## src/rtl/max3_pkg.sv

```systemverilog
// Shared definitions for the max-of-three stream sequencer and its selector:
// FSM state encoding, default sample width and winning-slot index constants.
package max3_pkg;

  localparam int W = 4;

  typedef enum logic [1:0] {
    S_A   = 2'd0,
    S_B   = 2'd1,
    S_C   = 2'd2,
    S_OUT = 2'd3
  } state_e;

  localparam logic [1:0] IDX_A = 2'd0;
  localparam logic [1:0] IDX_B = 2'd1;
  localparam logic [1:0] IDX_C = 2'd2;

endpackage

```

## src/rtl/max3_stream_ctrl_if.sv

```systemverilog
// Sample-in / result-out bus of max3_stream_ctrl.
// Handshake: a transfer happens on a rising clk edge where valid && ready are
// both 1. A source holds data stable while valid=1 and ready=0; ready never
// depends combinationally on valid in this block.
// master = producer/consumer side, slave = max3_stream_ctrl.
interface max3_stream_ctrl_if #(parameter int W = max3_pkg::W);
  logic [W-1:0] in_data;
  logic         in_valid;
  logic         in_ready;
  logic [W-1:0] out_data;
  logic [1:0]   out_idx;
  logic         out_valid;
  logic         out_ready;

  modport master (
    output in_data, in_valid, out_ready,
    input  in_ready, out_data, out_idx, out_valid
  );

  modport slave (
    input  in_data, in_valid, out_ready,
    output in_ready, out_data, out_idx, out_valid
  );
endinterface

```

## src/rtl/max3_sel.sv

```systemverilog
// Combinational max-of-three selector. Unsigned compare, ties resolved with
// priority A > B > C, so the lowest slot holding the maximum wins.
module max3_sel #(
  parameter int W = max3_pkg::W
) (
  input  logic [W-1:0] i_a,
  input  logic [W-1:0] i_b,
  input  logic [W-1:0] i_c,
  output logic [W-1:0] o_max,
  output logic [1:0]   o_idx
);
  import max3_pkg::*;

  // Pick the winner; >= gives the earlier slot the tie.
  always_comb begin
    o_max = i_c;
    o_idx = IDX_C;
    if (i_a >= i_b && i_a >= i_c) begin
      o_max = i_a;
      o_idx = IDX_A;
    end else if (i_b >= i_c) begin
      o_max = i_b;
      o_idx = IDX_B;
    end
  end
endmodule

```

## src/rtl/max3_stream_ctrl.sv

```systemverilog
// Collects three samples into A, B, C, then offers their maximum and the
// winning slot on the output port until the consumer takes it.
// Optional running peak across completed triples: define MAX3_RUNNING_EN.
module max3_stream_ctrl #(
  parameter int W = max3_pkg::W
) (
  input  logic               clk,
  input  logic               rst,
  max3_stream_ctrl_if.slave  bus,
`ifdef MAX3_RUNNING_EN
  input  logic               run_clr,
  output logic [W-1:0]       run_max,
`endif
  output logic [1:0]         o_dbg_state
);
  import max3_pkg::*;

  state_e       r_state;
  logic [W-1:0] r_a;
  logic [W-1:0] r_b;
  logic [W-1:0] r_c;
  logic [W-1:0] w_max;
  logic [1:0]   w_idx;
  logic         w_accept;
  logic         w_handoff;

  // Ready and valid are pure state decodes: input and output never overlap.
  assign bus.in_ready  = (r_state != S_OUT);
  assign bus.out_valid = (r_state == S_OUT);
  assign w_accept      = bus.in_valid && bus.in_ready;
  assign w_handoff     = bus.out_valid && bus.out_ready;
  assign o_dbg_state   = r_state;

  max3_sel #(.W(W)) u_sel (
    .i_a   (r_a),
    .i_b   (r_b),
    .i_c   (r_c),
    .o_max (w_max),
    .o_idx (w_idx)
  );

  assign bus.out_data = w_max;
  assign bus.out_idx  = w_idx;

  // Sequencer: three loading slots, then hold the result until taken.
  always_ff @(posedge clk) begin
    if (rst) begin
      r_state <= S_A;
    end else begin
      case (r_state)
        S_A:     if (w_accept)  r_state <= S_B;
        S_B:     if (w_accept)  r_state <= S_C;
        S_C:     if (w_accept)  r_state <= S_OUT;
        S_OUT:   if (w_handoff) r_state <= S_A;
        default:                r_state <= S_A;
      endcase
    end
  end

  // Operand registers: each loads only on an accept in its own slot.
  always_ff @(posedge clk) begin
    if (rst) begin
      r_a <= '0;
      r_b <= '0;
      r_c <= '0;
    end else if (w_accept) begin
      case (r_state)
        S_A:     r_a <= bus.in_data;
        S_B:     r_b <= bus.in_data;
        S_C:     r_c <= bus.in_data;
        default: ;
      endcase
    end
  end

`ifdef MAX3_RUNNING_EN
  logic [W-1:0] r_run_max;

  // Running peak over handed-off results; clear wins over an update.
  always_ff @(posedge clk) begin
    if (rst || run_clr) begin
      r_run_max <= '0;
    end else if (w_handoff && (w_max > r_run_max)) begin
      r_run_max <= w_max;
    end
  end

  assign run_max = r_run_max;
`endif
endmodule

```

## src/flat_wrapper.sv

```systemverilog
// flat-port wrapper written by rule: the top's interface ports become plain ports
module max3_stream_ctrl_flat import max3_pkg::*;
#(
  parameter int W = max3_pkg::W
)
  (clk, rst, o_dbg_state, bus_in_data, bus_in_valid, bus_out_ready, bus_in_ready, bus_out_data, bus_out_idx, bus_out_valid);
  max3_stream_ctrl_if #(.W(W)) bus_i ();
  input  logic clk;
  input  logic rst;
  output logic [1:0] o_dbg_state;
  input wire logic [$bits(bus_i.in_data)-1:0] bus_in_data;
  input wire logic [$bits(bus_i.in_valid)-1:0] bus_in_valid;
  input wire logic [$bits(bus_i.out_ready)-1:0] bus_out_ready;
  output wire logic [$bits(bus_i.in_ready)-1:0] bus_in_ready;
  output wire logic [$bits(bus_i.out_data)-1:0] bus_out_data;
  output wire logic [$bits(bus_i.out_idx)-1:0] bus_out_idx;
  output wire logic [$bits(bus_i.out_valid)-1:0] bus_out_valid;
  assign bus_i.in_data = bus_in_data;
  assign bus_i.in_valid = bus_in_valid;
  assign bus_i.out_ready = bus_out_ready;
  assign bus_in_ready = bus_i.in_ready;
  assign bus_out_data = bus_i.out_data;
  assign bus_out_idx = bus_i.out_idx;
  assign bus_out_valid = bus_i.out_valid;
  max3_stream_ctrl #(.W(W)) u_core (.clk(clk), .rst(rst), .bus(bus_i), .o_dbg_state(o_dbg_state));
endmodule
```

## config.mk

```make
export PLATFORM = sky130hd
export DESIGN_NAME = max3_stream_ctrl_flat
export DESIGN_NICKNAME = d
export VERILOG_FILES = /design/src/rtl/max3_pkg.sv /design/src/rtl/max3_stream_ctrl_if.sv /design/src/rtl/max3_sel.sv /design/src/rtl/max3_stream_ctrl.sv /design/src/flat_wrapper.sv
export SDC_FILE = /design/constraint.sdc
export NUM_CORES = 1
export LEC_CHECK = 0
export BUFFER_PORTS_ARGS = -buffer_cell sky130_fd_sc_hd__clkbuf_2
export CAP_MARGIN = 20
export CORE_MARGIN = 5
export CORE_UTILIZATION = 55
export DETAILED_ROUTE_END_ITERATION = 16
export PLACE_DENSITY = 0.78
export SYNTH_ARGS = -nofsm -noshare
export SYNTH_HDL_FRONTEND = slang
export SYNTH_HIERARCHICAL = 1
export SYNTH_SLANG_ARGS = --single-unit
```

## constraint.sdc

```tcl
create_clock -name clk -period 4.6 [get_ports clk]
set_input_delay 0.69 -clock clk [delete_from_list [all_inputs] [get_ports clk]]
set_output_delay 0.69 -clock clk [all_outputs]
set_load 0.05 [all_outputs]
```

==> metrics, run 1 <==
outcome finished, final reports clean; Clock Path Buffers 2; syn nets 150; Detail Placement HPWL 1800 um; kind of critical path register to output port; Post-CTS Hold Buffers 0; final-layout fill cell count 167; total power draw 0.724 mW; fin crit period 3.22 ns; DR vias 903; clk root buf clkbuf_4; Iter 0 DRT Violations 24; highest routing layer actually used met4; fin area 1180 um^2; WL per Instance 13.1 um; CTS Sinks 14; number of synthesized flops with an enable pin 0; CP Max Fanout 6; GR Overflow Total 0; critical path required time 3.91 ns; port bufs 17; sequential fraction of the synthesis area 0.265; initial antenna violation count 0; Met1 Wirelength 1010 um; post-route insts no fill 168; Yosys warnings 6; cts bufs inserted 3; final net count 169; final hold violation count 0; FF-to-FF End u_core/o_dbg_state[0]$_SDFFE_PP0P_; Placed Instance Area 1150 um^2; crit path capture type output port; # H-tree levels 1; worst vdd rail ir drop 0.339 mV; Initial Util 0.594; Fmax 311 MHz; Reg2Reg Depth 5; area of the die 2900 um^2; CTS tree done; largest net degree at the start of global routing 16; vias in the first global route 856; Async SR Flop Fraction 0; post-route setup slack 1.38 ns; Max Cap Viol 0; total track usage 0.178; post-CTS resize count 0; worst reg2reg startpoint u_core/o_dbg_state[0]$_SDFFE_PP0P_; Synth Instances 125; io pins 18; mean post-synth cell area 8.47 um^2; Worst-Margin Slew 0.324 ns; Die Width 53.9 um; static leakage 0.509 nW; Rows 15; WP data arrival 2.53 ns; Final Skew 0.00884 ns; worst min path class register to register; met3 WL 105 um; setup bufs post-CTS 0; drt via density 5.38; Multi-input gate area 711 um^2; setup_tns 0 ns; # diodes 0; P&R area growth vs syn 11.9%; Routability Congestion 0.763; Netlist cell types 29; Final setup viols 0; Pwr Density 611 nW/um^2; layout cells sized above 1 0.224; worst setup path endpoint bus_out_data[2]; Clock Latency Late Sink 0.27 ns; Rel. slew slack 0.784; RSZ-0062 raised after global routing false; met2 wire len 1090 um; crit path from u_core/r_b[0]$_SDFFE_PP0P_; dpl ws 1.67 ns; final period utilization 0.700; global-route wire length before repair 3800 um; clk slew on worst S/H paths 0.07 ns; register area 280 um^2; DIE HEIGHT 53.9 um; startpoint types register; Mapped Area 1060 um^2; overall routed net length 2210 um; Reg2Reg Setup Slack 3.05 ns; Final ANT Viol Nets 0; Slew Limit Fails 0; DRT Pass-1 Iters 4; Yosys reg bits 14; drt drc 0; Cell Count Post-Placement 164; core footprint 1780 um^2; top_reg_cell synth dfxtp_1
## sequential cells by signal, summed over array words and instances (netlist names)
name / cells
u_core/r_b: 4
u_core/r_c: 4
u_core/o_dbg_state: 2
u_core/r_a: 4
## cell usage in the layout, fill, tap and decap left out
master and instances:
a2111oi_2 1, a21oi_1 17, a221oi_2 1, a22oi_1 1
and2_1 1, and2b_1 1, clkbuf_2 17, clkbuf_4 3
clkbuf_8 1, dfxtp_1 14, ha_1 17, inv_1 8
inv_2 3, mux2_2 3, mux2i_1 5, nand2_1 16
nand2b_1 3, nand2b_4 1, nand3_1 13, nand3b_1 3
nor2_1 1, nor2b_1 2, nor2b_4 1, nor3_1 2
nor3_4 1, o211ai_1 1, o21ai_0 3, o21ai_1 1
or2b_1 1, or3_1 1
## cells by family after synthesis
| group | Yosys count | synth area share |
|---|---|---|
| adder cells (fa/ha/maj) | 17 | 0.201 |
| buffers and inverters | 14 | 0.0638 |
| AO/OA/AOI/OAI | 25 | 0.142 |
| multiplexers | 8 | 0.0792 |
| flip-flops | 14 | 0.265 |
| AND/OR/NAND/NOR | 47 | 0.249 |
## routing by layer
metal | up-vias | track usage
met5 | - | 0
met4 | 0 | 0.0383
met3 | 2 | 0.0166
met2 | 23 | 0.319
met1 | 402 | 0.228
li1 | 476 | -
## synth_stat cells, types with 2 or more instances
master | instances | area (um^2)
a21oi_1 | 17 | 85.1
buf_6 | 2 | 22.5
dfxtp_1 | 14 | 280
ha_1 | 17 | 213
inv_1 | 8 | 30.0
inv_2 | 3 | 11.3
mux2_2 | 3 | 33.8
mux2i_1 | 5 | 50.1
nand2_1 | 16 | 60.1
nand2b_1 | 3 | 18.8
nand3_1 | 13 | 65.1
nand3b_1 | 3 | 22.5
nor2b_1 | 2 | 12.5
nor3_1 | 2 | 10.0
o21ai_0 | 3 | 15.0
## stage by stage
| step | util | hold slack, ns |
|---|---|---|
| 2_1_floorplan | - | 0.436 |
| 4_1_cts | 0.665 | 0.468 |
| 5_1_grt | 0.665 | 0.506 |
| 6_report | 0.665 | 0.463 |
| 3_5_place_dp | 0.644 | 0.457 |
| 3_3_place_gp | 0.644 | 0.448 |
## worst max-delay path, cell delays in order, from the launching register on
cell       delay, ns
dfxtp_1         0.39
inv_1           0.07
ha_1            0.30
nand2b_4        0.14
a2111oi_2       0.33
or3_1           0.33
mux2i_1         0.26
mux2_2          0.18
clkbuf_2        0.27
## how the worst min path moves through the flow
stage / slack (ns) / cells after the start / endpoint / from
2_1_floorplan: 0.44 / 2 / u_core/r_a[0]$_SDFFE_PP0P_ / u_core/r_a[0]$_SDFFE_PP0P_
4_1_cts: 0.47 / 2 / u_core/r_a[0]$_SDFFE_PP0P_ / u_core/r_a[0]$_SDFFE_PP0P_
3_3_place_gp: 0.45 / 2 / u_core/r_a[0]$_SDFFE_PP0P_ / u_core/r_a[0]$_SDFFE_PP0P_
5_1_grt: 0.51 / 2 / u_core/r_c[1]$_SDFFE_PP0P_ / u_core/r_c[1]$_SDFFE_PP0P_
3_5_place_dp: 0.46 / 2 / u_core/r_a[0]$_SDFFE_PP0P_ / u_core/r_a[0]$_SDFFE_PP0P_
6_report: 0.46 / 2 / u_core/r_a[0]$_SDFFE_PP0P_ / u_core/r_a[0]$_SDFFE_PP0P_
## cell type report
| cell class | count | area share |
|---|---|---|
| clock buffer | 4 | 0.0306 |
| inverter | 11 | 0.0348 |
| multi-input combinational | 97 | 0.600 |
| sequential | 14 | 0.237 |
| tap | 25 | 0.0264 |
| timing repair buffer | 17 | 0.0718 |
## report_power, final
part	total [mW]	internal [mW]	switching, mW	leakage [nW]
clock network	0.0847	0.0480	0.0367	0.0210
registers	0.169	0.145	0.0240	0.114
logic	0.471	0.153	0.318	0.373
total	0.724	0.346	0.379	0.509
No activity file was read; power rests on OpenSTA's default activity.
==> run 2: changes to the inputs <==
--- a/config.mk
+++ b/config.mk
@@ -8,9 +8,9 @@
 export BUFFER_PORTS_ARGS = -buffer_cell sky130_fd_sc_hd__clkbuf_2
 export CAP_MARGIN = 20
 export CORE_MARGIN = 5
-export CORE_UTILIZATION = 55
+export CORE_UTILIZATION = 49
 export DETAILED_ROUTE_END_ITERATION = 16
-export PLACE_DENSITY = 0.78
+export PLACE_DENSITY = 0.74
 export SYNTH_ARGS = -nofsm -noshare
 export SYNTH_HDL_FRONTEND = slang
 export SYNTH_HIERARCHICAL = 1
==> constraint.sdc (replaced) <==
create_clock -name clk -period 2.6 [get_ports clk]
set_input_delay 0.39 -clock clk [delete_from_list [all_inputs] [get_ports clk]]
set_output_delay 0.39 -clock clk [all_outputs]
set_load 0.05 [all_outputs]
==> run 2 against run 1 <==
Net effect: final cell count up 2.4%; combinational power is 100% higher; non-clock buffer count grew 2; first-iteration DRC count shrank 33%; critical path depth is the same; flip-flop and latch count did not move; worst hold slack got worse by 0.098 ns; routed wire length increased by 15%; clock power increased by 83%.
==> metrics, run 2 (same netlist as run 1, synthesis figures left out) <==
initial antenna violation count 0; drt drc 0; CTS tree done; final period utilization 0.979; P&R area growth vs syn 23.2%; DR vias 955; port bufs 17; FF-to-FF End u_core/o_dbg_state[0]$_SDFFE_PP0P_; Slew Limit Fails 0; Iter 0 DRT Violations 16; hold_sp bus_in_data[0]; final core occ 0.651; Clock Latency Late Sink 0.28 ns; largest registers u_core/r_a (4), u_core/r_b (4), u_core/r_c (4); largest net degree at the start of global routing 16; Rel. slew slack 0.781; critical path required time 2.21 ns; Final ANT Viol Nets 0; final net count 171; Crit-path slowest cell mux2_2; CTS Sinks 14; drt via density 5.55; Max Cap Viol 0; most frequent cells in the layout a21oi_1 (16), nand2_1 (15), ha_1 (15); Placed Instance Area 1160 um^2; CP cell instances buf_4, ha_1, nand2b_1, a21oi_2, o21ai_1, nand2_2, mux2_2, buf_8; overall routed net length 2540 um; hold endpoint u_core/r_a[0]$_SDFFE_PP0P_; Pwr Density 1080 nW/um^2; startpoint types register; Reg2Reg Depth 5; area of the die 3190 um^2; clk slew on worst S/H paths 0.08 ns; Final Skew 0.00205 ns; static leakage 0.534 nW; slowest stage delay, CP 0.38 ns; final-layout fill cell count 175; DRT Pass-1 Iters 4; Worst-Margin Slew 0.329 ns; clk root buf clkbuf_4; GR Overflow Total 0; Initial Util 0.529; io pins 18; Fmax 393 MHz; Rows 16; core footprint 2000 um^2; Final setup viols 0; Detail Placement HPWL 1810 um; # H-tree levels 1; crit path capture type output port; commonest non-fill, non-tap cell in the layout a21oi_1; final hold violation count 0; setup_tns 0 ns; CP Max Fanout 5; layout cells sized above 1 0.317; worst vdd rail ir drop 0.888 mV; hold depth 3; Routability Congestion 0.734; WL per Instance 14.8 um; cts bufs inserted 3; DIE HEIGHT 56.5 um; total track usage 0.160; worst min path class input pin to register; kind of critical path register to output port; RSZ-0062 raised after global routing false; # diodes 0; global-route wire length before repair 4150 um; Die Width 56.5 um; Clock Path Buffers 2; fin area 1300 um^2; WP data arrival 2.16 ns; outcome finished, final reports clean; worst reg2reg startpoint u_core/o_dbg_state[0]$_SDFFE_PP0P_; fin crit period 2.55 ns; Reg2Reg Setup Slack 1.05 ns; vias in the first global route 1009
run 2: cell count changes in the layout (fill, tap and decap cells not counted), sizes merged:
cell / delta
buf: +5
clkbuf: -3
run 2: final cells by class:
cell class	instances	area, um^2	area share
Clock buffer	4	36.3	0.0278
Inverter	11	41.3	0.0317
Multi-Input combinational cell	97	771	0.591
Sequential cell	14	285	0.219
Tap cell	27	33.8	0.0259
Timing Repair Buffer	19	136	0.105
run 2: worst max-delay path by stage:
stage	endpoint	from	slack (ns)	cells past startpoint
after global placement	bus_out_data[1]	u_core/r_b[0]$_SDFFE_PP0P_	0.14	8
after detailed placement	bus_out_data[2]	u_core/r_b[0]$_SDFFE_PP0P_	0.02	8
after floorplan	bus_out_idx[0]	u_core/r_b[0]$_SDFFE_PP0P_	0.12	7
final	bus_out_data[1]	u_core/r_c[0]$_SDFFE_PP0P_	0.05	8
after global routing	bus_out_data[1]	u_core/r_b[0]$_SDFFE_PP0P_	0.0003	8
after CTS	bus_out_data[3]	u_core/r_c[0]$_SDFFE_PP0P_	0.002	8
run 2: routing by layer:
metal	routed length, um	up-vias	GRT usage
met5	0	-	0
met2	1350	29	0.287
met1	1030	441	0.175
met3	111	6	0.0252
li1	-	479	-
met4	57	0	0.0915
run 2: critical path, delay by kind of cell (launching register included):
family / cells / cell delay (ns)
adders and majority gates: 1 / 0.27
and+or+nand+nor: 2 / 0.32
AOI/OAI and AO/OA: 2 / 0.28
muxes: 1 / 0.38
DFF: 1 / 0.34
buffers and inverters: 2 / 0.29
run 2: where the power goes:
group	switching (mW)	internal, mW
registers	0.0430	0.258
clock network	0.0702	0.0851
logic	0.605	0.346
total	0.718	0.690
run 2: repair_timing:
item / 4_1_cts / 5_1_grt
hold buffers: 0 / 0
endpoints found under the setup margin: 5 / 4
pin swaps: 1 / 4
setup buffers: 1 / 0
resized for setup: 11 / 14
hold endpoints to repair: 0 / 0
gates cloned: 0 / 0
run 2: per-stage QoR:
step | hold WS, ns | std cells | power [mW] | worst slack (ns)
after detailed placement | 0.460 | 167 | 1.15 | 0.0245
after CTS | 0.359 | 172 | 1.37 | 0.00216
after global placement | 0.452 | 167 | 1.12 | 0.145
final | 0.366 | 172 | 1.41 | 0.0534
after floorplan | 0.436 | 125 | 1.00 | 0.119
after global routing | 0.359 | 172 | 1.50 | 0.000343
